[src/rtl/second_game_pkg.sv]
// second_game_pkg: state codes, LFSR taps and scroll-speed helper shared by the dodge-game sequencer.
package second_game_pkg;

    typedef enum logic [2:0] {
        ST_IDLE      = 3'd0,
        ST_COUNTDOWN = 3'd1,
        ST_PLAY      = 3'd2,
        ST_GAMEOVER  = 3'd3,
        ST_PAUSE     = 3'd4
    } state_e;

    localparam logic [15:0] LFSR_TAPS = 16'hB400;
    localparam int          CNT_W     = 16;

    // Frames per scroll tick; each level shaves one frame off, clamped at the floor.
    function automatic int scroll_period(input logic [3:0] level, input int init_p, input int min_p);
        int p;
        p = init_p - int'(level);
        return (p < min_p) ? min_p : p;
    endfunction

endpackage

[src/rtl/second_game_lfsr.sv]
// second_game_lfsr: 16-bit Galois LFSR used as the gap-position random source.
module second_game_lfsr
    import second_game_pkg::*;
#(
    parameter logic [15:0] SEED = 16'hACE1
) (
    input  logic        clk,
    input  logic        arst_n,
    input  logic        en_i,
    output logic [15:0] lfsr_o
);

    logic [15:0] lfsr_q;

    always_ff @(posedge clk or negedge arst_n) begin
        if (!arst_n)
            lfsr_q <= SEED;
        else if (en_i)
            lfsr_q <= {1'b0, lfsr_q[15:1]} ^ (lfsr_q[0] ? LFSR_TAPS : 16'h0000);
    end

    assign lfsr_o = lfsr_q;

endmodule

[src/rtl/second_game_ctrl.sv]
// second_game_ctrl: game FSM, frame-paced scroll tick with level speed-up, score and random gap server.
// Define SECOND_GAME_CTRL_PAUSE_EN to enable the PAUSE state driven by i_pause.
module second_game_ctrl
    import second_game_pkg::*;
#(
    parameter int          COUNTDOWN_FRAMES = 180,
    parameter int          HOLD_FRAMES      = 120,
    parameter int          INIT_PERIOD      = 8,
    parameter int          MIN_PERIOD       = 1,
    parameter int          LEVEL_UP_SCORE   = 10,
    parameter int          SCORE_W          = 10,
    parameter int          GAP_MIN          = 20,
    parameter int          GAP_MASK         = 255,
    parameter logic [15:0] LFSR_SEED        = 16'hACE1
) (
    input  logic               clk,
    input  logic               arst_n,
    input  logic               i_frame_start,
    input  logic               i_start,
    input  logic               i_pause,
    input  logic               i_collision,
    input  logic               i_obstacle_passed,
    input  logic               i_gap_req,
    output logic               o_gap_valid,
    output logic [8:0]         o_gap_x,
    output logic               o_scroll_tick,
    output logic               o_engine_clr,
    output logic               o_engine_run,
    output logic [2:0]         o_state,
    output logic [SCORE_W-1:0] o_score,
    output logic [3:0]         o_level,
    output logic               o_is_gameover
);

    state_e             state_q, state_d;
    logic [CNT_W-1:0]   cnt_q, cnt_d, div_q, div_d, step_q, step_d;
    logic [SCORE_W-1:0] score_q, score_d;
    logic [3:0]         level_q, level_d;
    logic               start_prev_q, clr_q, clr_d, tick_q, tick_d, gap_valid_q;
    logic [8:0]         gap_x_q;
    logic [15:0]        lfsr;
    logic [6:0]         unused_lfsr_hi;
    logic               start_edge;
    int                 period;

    second_game_lfsr #(.SEED(LFSR_SEED)) u_lfsr (
        .clk    (clk),
        .arst_n (arst_n),
        .en_i   (1'b1),
        .lfsr_o (lfsr)
    );

    assign unused_lfsr_hi = lfsr[15:9];
    assign start_edge     = i_start & ~start_prev_q;
    assign period         = scroll_period(level_q, INIT_PERIOD, MIN_PERIOD);

`ifdef SECOND_GAME_CTRL_PAUSE_EN
    logic pause_prev_q, pause_edge;
    always_ff @(posedge clk or negedge arst_n) begin
        if (!arst_n)
            pause_prev_q <= 1'b0;
        else
            pause_prev_q <= i_pause;
    end
    assign pause_edge = i_pause & ~pause_prev_q;
`else
    logic unused_pause;
    assign unused_pause = i_pause;
`endif

    // cnt doubles as the countdown timer and the game-over hold timer.
    always_comb begin
        state_d = state_q;
        cnt_d   = cnt_q;
        div_d   = div_q;
        step_d  = step_q;
        score_d = score_q;
        level_d = level_q;
        clr_d   = 1'b0;
        tick_d  = 1'b0;
        case (state_q)
            ST_IDLE: clr_d = start_edge;
            ST_COUNTDOWN: if (i_frame_start) begin
                cnt_d   = cnt_q - 1'b1;
                state_d = (cnt_q <= CNT_W'(1)) ? ST_PLAY : ST_COUNTDOWN;
            end
            ST_PLAY: if (i_collision) begin
                state_d = ST_GAMEOVER;
                cnt_d   = CNT_W'(HOLD_FRAMES);
            end
`ifdef SECOND_GAME_CTRL_PAUSE_EN
            else if (pause_edge) state_d = ST_PAUSE;
`endif
            else begin
                if (i_frame_start) begin
                    tick_d = int'(div_q) >= period - 1;
                    div_d  = tick_d ? '0 : div_q + 1'b1;
                end
                if (i_obstacle_passed) begin
                    score_d = (score_q == '1) ? score_q : score_q + 1'b1;
                    step_d  = (int'(step_q) + 1 >= LEVEL_UP_SCORE) ? '0 : step_q + 1'b1;
                    level_d = (step_d == '0 && level_q != 4'hF) ? level_q + 1'b1 : level_q;
                end
            end
            ST_GAMEOVER: begin
                clr_d = start_edge && cnt_q == '0;
                if (i_frame_start && cnt_q != '0) cnt_d = cnt_q - 1'b1;
            end
`ifdef SECOND_GAME_CTRL_PAUSE_EN
            ST_PAUSE: if (pause_edge) state_d = ST_PLAY;
`endif
            default: state_d = ST_IDLE;
        endcase
        if (clr_d) begin
            state_d = ST_COUNTDOWN;
            cnt_d   = CNT_W'(COUNTDOWN_FRAMES);
            div_d   = '0;
            step_d  = '0;
            score_d = '0;
            level_d = '0;
        end
    end

    always_ff @(posedge clk or negedge arst_n) begin
        if (!arst_n) begin
            state_q      <= ST_IDLE;
            cnt_q        <= '0;
            div_q        <= '0;
            step_q       <= '0;
            score_q      <= '0;
            level_q      <= '0;
            start_prev_q <= 1'b0;
            clr_q        <= 1'b0;
            tick_q       <= 1'b0;
            gap_valid_q  <= 1'b0;
            gap_x_q      <= '0;
        end else begin
            state_q      <= state_d;
            cnt_q        <= cnt_d;
            div_q        <= div_d;
            step_q       <= step_d;
            score_q      <= score_d;
            level_q      <= level_d;
            start_prev_q <= i_start;
            clr_q        <= clr_d;
            tick_q       <= tick_d;
            gap_valid_q  <= i_gap_req;
            if (i_gap_req) gap_x_q <= 9'(GAP_MIN) + (lfsr[8:0] & 9'(GAP_MASK));
        end
    end

    assign o_gap_valid   = gap_valid_q;
    assign o_gap_x       = gap_x_q;
    assign o_scroll_tick = tick_q;
    assign o_engine_clr  = clr_q;
    assign o_engine_run  = state_q == ST_PLAY;
    assign o_state       = state_q;
    assign o_score       = score_q;
    assign o_level       = level_q;
    assign o_is_gameover = state_q == ST_GAMEOVER;

endmodule

[config.mk]
export PLATFORM = sky130hd
export DESIGN_NAME = second_game_ctrl
export DESIGN_NICKNAME = d
export VERILOG_FILES = /design/src/rtl/second_game_pkg.sv /design/src/rtl/second_game_lfsr.sv /design/src/rtl/second_game_ctrl.sv
export SDC_FILE = /design/constraint.sdc
export NUM_CORES = 1
export LEC_CHECK = 0
export BUFFER_PORTS_ARGS = -buffer_cell sky130_fd_sc_hd__buf_2
export CELL_PAD_IN_SITES_DETAIL_PLACEMENT = 0
export CELL_PAD_IN_SITES_GLOBAL_PLACEMENT = 1
export CORE_UTILIZATION = 43
export CTS_CLUSTER_SIZE = 40
export DETAILED_ROUTE_END_ITERATION = 8
export PLACE_DENSITY = 0.71
export SLEW_MARGIN = 20
export SYNTH_ARGS = -nofsm -noshare
export SYNTH_HDL_FRONTEND = slang
export SYNTH_SLANG_ARGS = --single-unit
[constraint.sdc]
create_clock -name clk -period 12.4 [get_ports clk]
set_clock_uncertainty 0.15 [all_clocks]
set_input_delay 1.24 -clock clk [delete_from_list [all_inputs] [get_ports clk]]
set_output_delay 1.24 -clock clk [all_outputs]
set_load 0.01 [all_outputs]
* Word level (Yosys, flattened, before mapping)
Cells that the tools add are included.
** Storage, ports and cells
- Register bits :: 94
- Output and inout bits :: 31
- Input bits :: 8
- Logic and storage cells :: 94
** Operators by class
- Bitwise operators :: 3
- Add/sub/neg operators :: 9
- Reductions and logical operators :: 19
- Equal/unequal tests :: 11
- $lt $le $gt $ge :: 4
- Muxes and demuxes :: 36
** Operators with widths (count)
- 16-bit two-way mux :: 15
- 10-bit two-way mux :: 5
- 16-bit case mux with 3 select lines :: 1
- 16-bit by 1-bit adder with 16-bit output, second input constant :: 2
- 17-bit by 32-bit >= comparator with 1-bit output :: 1
- 16-bit zero test :: 2
- 32-bit two-way mux :: 1
- 32-bit by 2-bit subtractor with 32-bit output, second input constant :: 1
- 4-bit two-way mux :: 5
- 16-bit by 1-bit adder with 17-bit output, second input constant :: 1
- 17-bit by 4-bit >= comparator with 1-bit output, second input constant :: 1
- 16-bit by 1-bit less-or-equal comparator with 1-bit output, second input constant :: 1
- 16-bit nonzero test :: 1
- 16-bit by 1-bit subtractor with 16-bit output, second input constant :: 1
- 15-bit by 16-bit XOR with 16-bit output :: 1
- 4-bit AND reduction :: 3
- 10-bit by 1-bit adder with 10-bit output, second input constant :: 1
- 10-bit == test, second input constant :: 1
- 5-bit by 8-bit adder with 9-bit output, first input constant :: 1
- 3-bit two-way mux :: 3
- 3-bit case mux with 3 select lines :: 1
- 3-bit AND reduction :: 3
- 2-bit nonzero test :: 4
- 3-bit by 2-bit == test with 1-bit output, second input constant :: 2
- 19 further kinds :: 24

* Logic depth before layout (Yosys ltp)
- Word-level depth :: 10
- Depth in mapped cells :: 21
- Mapped depth without buffers :: 20

* Modules after synthesis
A second synthesis with hierarchy kept.
** Unflattened totals
- Cells, all modules :: 585
- Area total of the unflattened synthesis :: 5596.6 sq um
** Modules (own cells, without submodules)
- second_game_ctrl :: sequential area each 1926.8 sq um, cells each 545, times used 1, area each 4941.0 sq um
- second_game_lfsr :: sequential area each 410.4 sq um, cells each 40, times used 1, area each 655.6 sq um

* Worst setup path before layout
No wires, ideal clock.
- Kind :: register to register
- Start :: register level_q[0] (netlist: o_level[0])
- End :: register div_q[3]
- Data arrival time :: 4150 ps
- Clock period less this slack :: 4383 ps
- Setup slack :: 8017 ps
- Library setup time :: 83 ps
- Data required time :: 12167 ps
- Cell stages (with the launch flop) :: 22
- Buffers on the path :: 1
- Cell sequence :: dfrtp_1 > inv_1 > ha_1 > xnor2_1 > or3_1 > nor2_1 > ha_1 > nor2_1 > ha_1 > o21ai_0 > nand2b_1 > ha_1 > inv_1 > ha_1 > nand2_1 > o21ai_0 > o21a_1 > o31a_1 > o21ai_1 > clkbuf_1 > a21oi_1 > o22ai_1
** Between the ends
- Longest elaborated chain between the ends :: 10
** Ends and longest elaborated chain
- start, declared :: RTL line second_game_ctrl.sv:38 : logic [3:0] level_q, level_d;
- start signal, assigned :: RTL line second_game_ctrl.sv:143 : level_q <= level_d;
- 4-bit by 4-bit subtractor with 5-bit output (*) :: RTL line second_game_pkg.sv:18 : p = init_p - int'(level);
- 5-bit by 2-bit less-than comparator with 1-bit output :: RTL line second_game_pkg.sv:19 : return (p < min_p) ? min_p : p;
- 32-bit two-way mux (*) :: RTL line second_game_pkg.sv:19
- 32-bit by 2-bit subtractor with 32-bit output (*) :: RTL line second_game_ctrl.sv:96 : tick_d = int'(div_q) >= period - 1;
- 17-bit by 32-bit >= comparator with 1-bit output (*) :: RTL line second_game_ctrl.sv:96
- 16-bit two-way mux (*) :: RTL line second_game_ctrl.sv:97 : div_d = tick_d ? '0 : div_q + 1'b1;
- 16-bit two-way mux (*) :: RTL line second_game_ctrl.sv:95 : if (i_frame_start) begin
- 16-bit two-way mux (*) :: RTL line second_game_ctrl.sv:87 : ST_PLAY: if (i_collision) begin
- 16-bit two-way mux (*) :: RTL line second_game_ctrl.sv:81 : case (state_q)
- 16-bit two-way mux (*) :: RTL line second_game_ctrl.sv:114 : if (clr_d) begin
- end signal, assigned :: RTL line second_game_ctrl.sv:140 : div_q <= div_d;
- end, declared :: RTL line second_game_ctrl.sv:36 : logic [CNT_W-1:0] cnt_q, cnt_d, div_q, div_d, step_q, step_d;
Every way passes the cells marked *; elsewhere a longest branch is shown, timed or not. The select of a mux whose other input is x is not followed.
A chain may end at the register's enable or synchronous reset.

* Worst setup path in the final report
- Start :: register level_q[0] (netlist: o_level[0])
- End :: register div_q[2]
The elaborated chain is that of the path after synthesis.

==> metrics <==
share of cells above drive strength 1 0.152; Routed WL per cell 14.5 µm; predominant post-synthesis flop cell dfrtp_1; clock power share 0.363; internal power around 610 µW; Post-synth EDFFs 0; final non-filler cell total 760; syn_nets about 600; Fillers roughly 1,100; Synth Cell Area between 5000 and 6000 µm²; largest net degree at the start of global routing between 60 and 70; Die Area roughly 13,000 µm²; top-count cell post-synth dfrtp_1; status finished, final reports clean; Psw approximately 260 µW; Initial Util 0.444; CTS buffer count 9; drc violations 0; clock sink count between 90 and 100; R2R Setup Slk around 7.4 ns; num rows 40; Vert. Die Dim around 110 µm; antenna-violating nets left 0; CORE AREA 12,100 µm²; initial antenna violation count 0; Final period util 0.407; Detailed Routing Iterations Pass 1 5; leakage around 2.8 nW; Via-to-Cell Ratio between 5 and 6; Die X ~110 µm; dpl ws 7.36 ns; Worst VDD drop about 0.072 mV; I/O Buffers 36; CTS Hold Bufs 0; clock period minus worst slack 5.05 ns; max frequency ~200 MHz; sequential cell area fraction in the yosys report 0.434; DR iter-0 viols about 200; Worst R2R Start o_level[0]$_DFFE_PN0P_; Mapped Cells 556; Synth area leader dfrtp_1; Ys Warns 0; hpwl dp 7560 µm; Post-CTS Setup Inserts 0; Ports 39; switching share of power 0.303; Synth area leaders dfrtp_1 (40%), ha_1 (9.1%), dfstp_2 (3.9%); Unique masters post-synth 66; Post-Route WL roughly 11,000 µm; top-area cell type share of the netlist area 0.395; Avg Cell Area, Syn just under 10 µm²; Clk Latency, worst-skew pair approximately 0.35 ns; Setup crit end kind register; Post-synth top cells dfrtp_1 (85), nand2_1 (44), nor2_1 (44), ha_1 (39), a21oi_1 (35); clk buf depth 2; Critical Path Start Type register; RSZ-0062 raised after global routing no; Comb pwr share 0.232; Hold Startpoint u_lfsr.lfsr_o[8]$_DFF_PN0_; clk root buf clkbuf_16; critical path class reg -> reg; #FFs+latches synth between 90 and 100; worst slew pin tran 0.813 ns; Final Max Slew Viols 0; worst path arrival time between 5 and 6 ns; Post-synth ARST share 1.00; PostCTS Resize Cnt 0; H-tree levels 3; required time worst endpoint around 12 ns; final core utilization 0.500; pwr dens approximately 140 nW/µm²; Flop pwr share 0.405; Area Overhead vs Synth 12.5%; worst setup margin between 7 and 8 ns; vias in the first global route 4,052; final setup TNS 0 ns; Worst Path Max Fanout 13; HP Class reg -> reg; # diodes 0; final layout net count about 630; CTS tree yes; total gr overflow 0; WHS Endpoint u_lfsr.lfsr_o[7]$_DFF_PN1_; Max Cap Viol 0; Worst-path clk slew 0.06 ns; Post-Place Cells roughly 740; slew margin rel. 0.458; GPL Wtd Cong 0.768; Fin. Hold Viols 0; routed vias approximately 4,000; WHS Path Cells 0; final setup fails 0; path depth of the worst reg2reg path 21; first-pass GRT wire length 18,900 µm; GR Util All Layers 0.186; r2r endpoint div_q[2]$_DFFE_PN0P_
[per-stage QoR]
stage	area [µm²]	total power, mW	hold WS, ns
after floorplan	5380	0.516	0.181
after global placement	5700	0.558	0.184
after detailed placement	5700	0.562	0.187
after CTS	6050	0.887	0.203
after global routing	6050	0.930	0.222
final	6050	0.874	0.201
[power by group through the flow]
stage	registers (mW)	logic, mW	clock network [mW]
finish	0.354	0.203	0.318
global route	0.357	0.232	0.340
CTS	0.353	0.205	0.329
detailed placement	0.359	0.204	0
global placement	0.358	0.200	0
floorplan	0.349	0.167	0
[final cells by class]
class	count	area [µm²]	area share
multi-input cells	417	2850	0.471
inverters	28	110	0.0182
flip-flops and latches	93	2340	0.386
clock buffers	10	239	0.0395
well taps	168	210	0.0347
repair buffers	38	198	0.0327
clock inverters	6	109	0.0180
[worst max-delay path by stage]
| stage | startpoint | end | slack (ns) | cells after the start |
|---|---|---|---|---|
| CTS | o_level[0]$_DFFE_PN0P_ | div_q[2]$_DFFE_PN0P_ | 7.33 | 21 |
| detailed placement | o_level[0]$_DFFE_PN0P_ | div_q[2]$_DFFE_PN0P_ | 7.36 | 21 |
| finish | o_level[0]$_DFFE_PN0P_ | div_q[2]$_DFFE_PN0P_ | 7.35 | 21 |
| floorplan | o_level[0]$_DFFE_PN0P_ | div_q[3]$_DFFE_PN0P_ | 8.02 | 21 |
| global route | o_level[0]$_DFFE_PN0P_ | div_q[4]$_DFFE_PN0P_ | 6.90 | 21 |
| global placement | o_level[0]$_DFFE_PN0P_ | div_q[8]$_DFFE_PN0P_ | 7.44 | 21 |
[cell families (layout without fill, tap and decap cells)]
| group | count (synthesis) | count (layout) | synth area share |
|---|---|---|---|
| AOI/OAI and AO/OA | 111 | 111 | 0.138 |
| adders and majority gates | 39 | 39 | 0.0907 |
| other | 1 | 1 | 0.000697 |
| and+or+nand+nor | 221 | 221 | 0.223 |
| muxes | 10 | 10 | 0.0198 |
| DFF | 93 | 93 | 0.434 |
| xor gates and xnor gates | 35 | 35 | 0.0570 |
| buffers and inverters | 46 | 82 | 0.0363 |
[sequential cells by signal, summed over array words and instances (netlist names)]
register,cells
cnt_q,16
div_q,16
o_engine_clr,1
o_gap_valid,1
o_gap_x,9
o_level,4
o_score,10
o_scroll_tick,1
o_state,2
start_prev_q,1
step_q,16
u_lfsr.lfsr_o,16
[cells in the final DEF, fill, tap and decap left out, types with 7 or more instances in the layout]
| cell | synthesis | layout |
|---|---|---|
| a21oi_1 | 35 | 35 |
| and3_1 | 21 | 21 |
| buf_2 | 5 | 35 |
| clkbuf_16 | 0 | 9 |
| dfrtp_1 | 85 | 85 |
| dfstp_2 | 8 | 8 |
| ha_1 | 39 | 39 |
| inv_1 | 27 | 27 |
| nand2_1 | 44 | 44 |
| nand2b_1 | 7 | 7 |
| nand3_1 | 25 | 25 |
| nand4_1 | 11 | 11 |
| nor2_1 | 44 | 44 |
| nor3_1 | 22 | 22 |
| o21ai_0 | 17 | 17 |
| or3_1 | 16 | 16 |
| xnor2_1 | 19 | 19 |
| xor2_1 | 16 | 16 |
[critical path, cell delays in order, from the launching register on]
cell	delay, ns
dfrtp_1	0.46
inv_1	0.10
ha_1	0.23
xnor2_1	0.15
or3_1	0.33
nor2_1	0.28
ha_1	0.35
nor2_1	0.16
ha_1	0.21
o21ai_0	0.21
nand2b_1	0.21
ha_1	0.27
inv_1	0.07
ha_1	0.28
nand3_1	0.09
o31ai_1	0.26
o21a_1	0.16
o31a_1	0.12
o21ai_1	0.07
buf_4	0.19
nor2_1	0.42
nor3_1	0.11
[per-layer routing]
metal | part of all wire | track usage
met1 | 0.49 | 0.248
met2 | 0.46 | 0.296
met3 | 0.034 | 0.0377
met4 | 0.018 | 0.0762
met5 | 0 | 0
No activity file was read; power rests on OpenSTA's default activity.
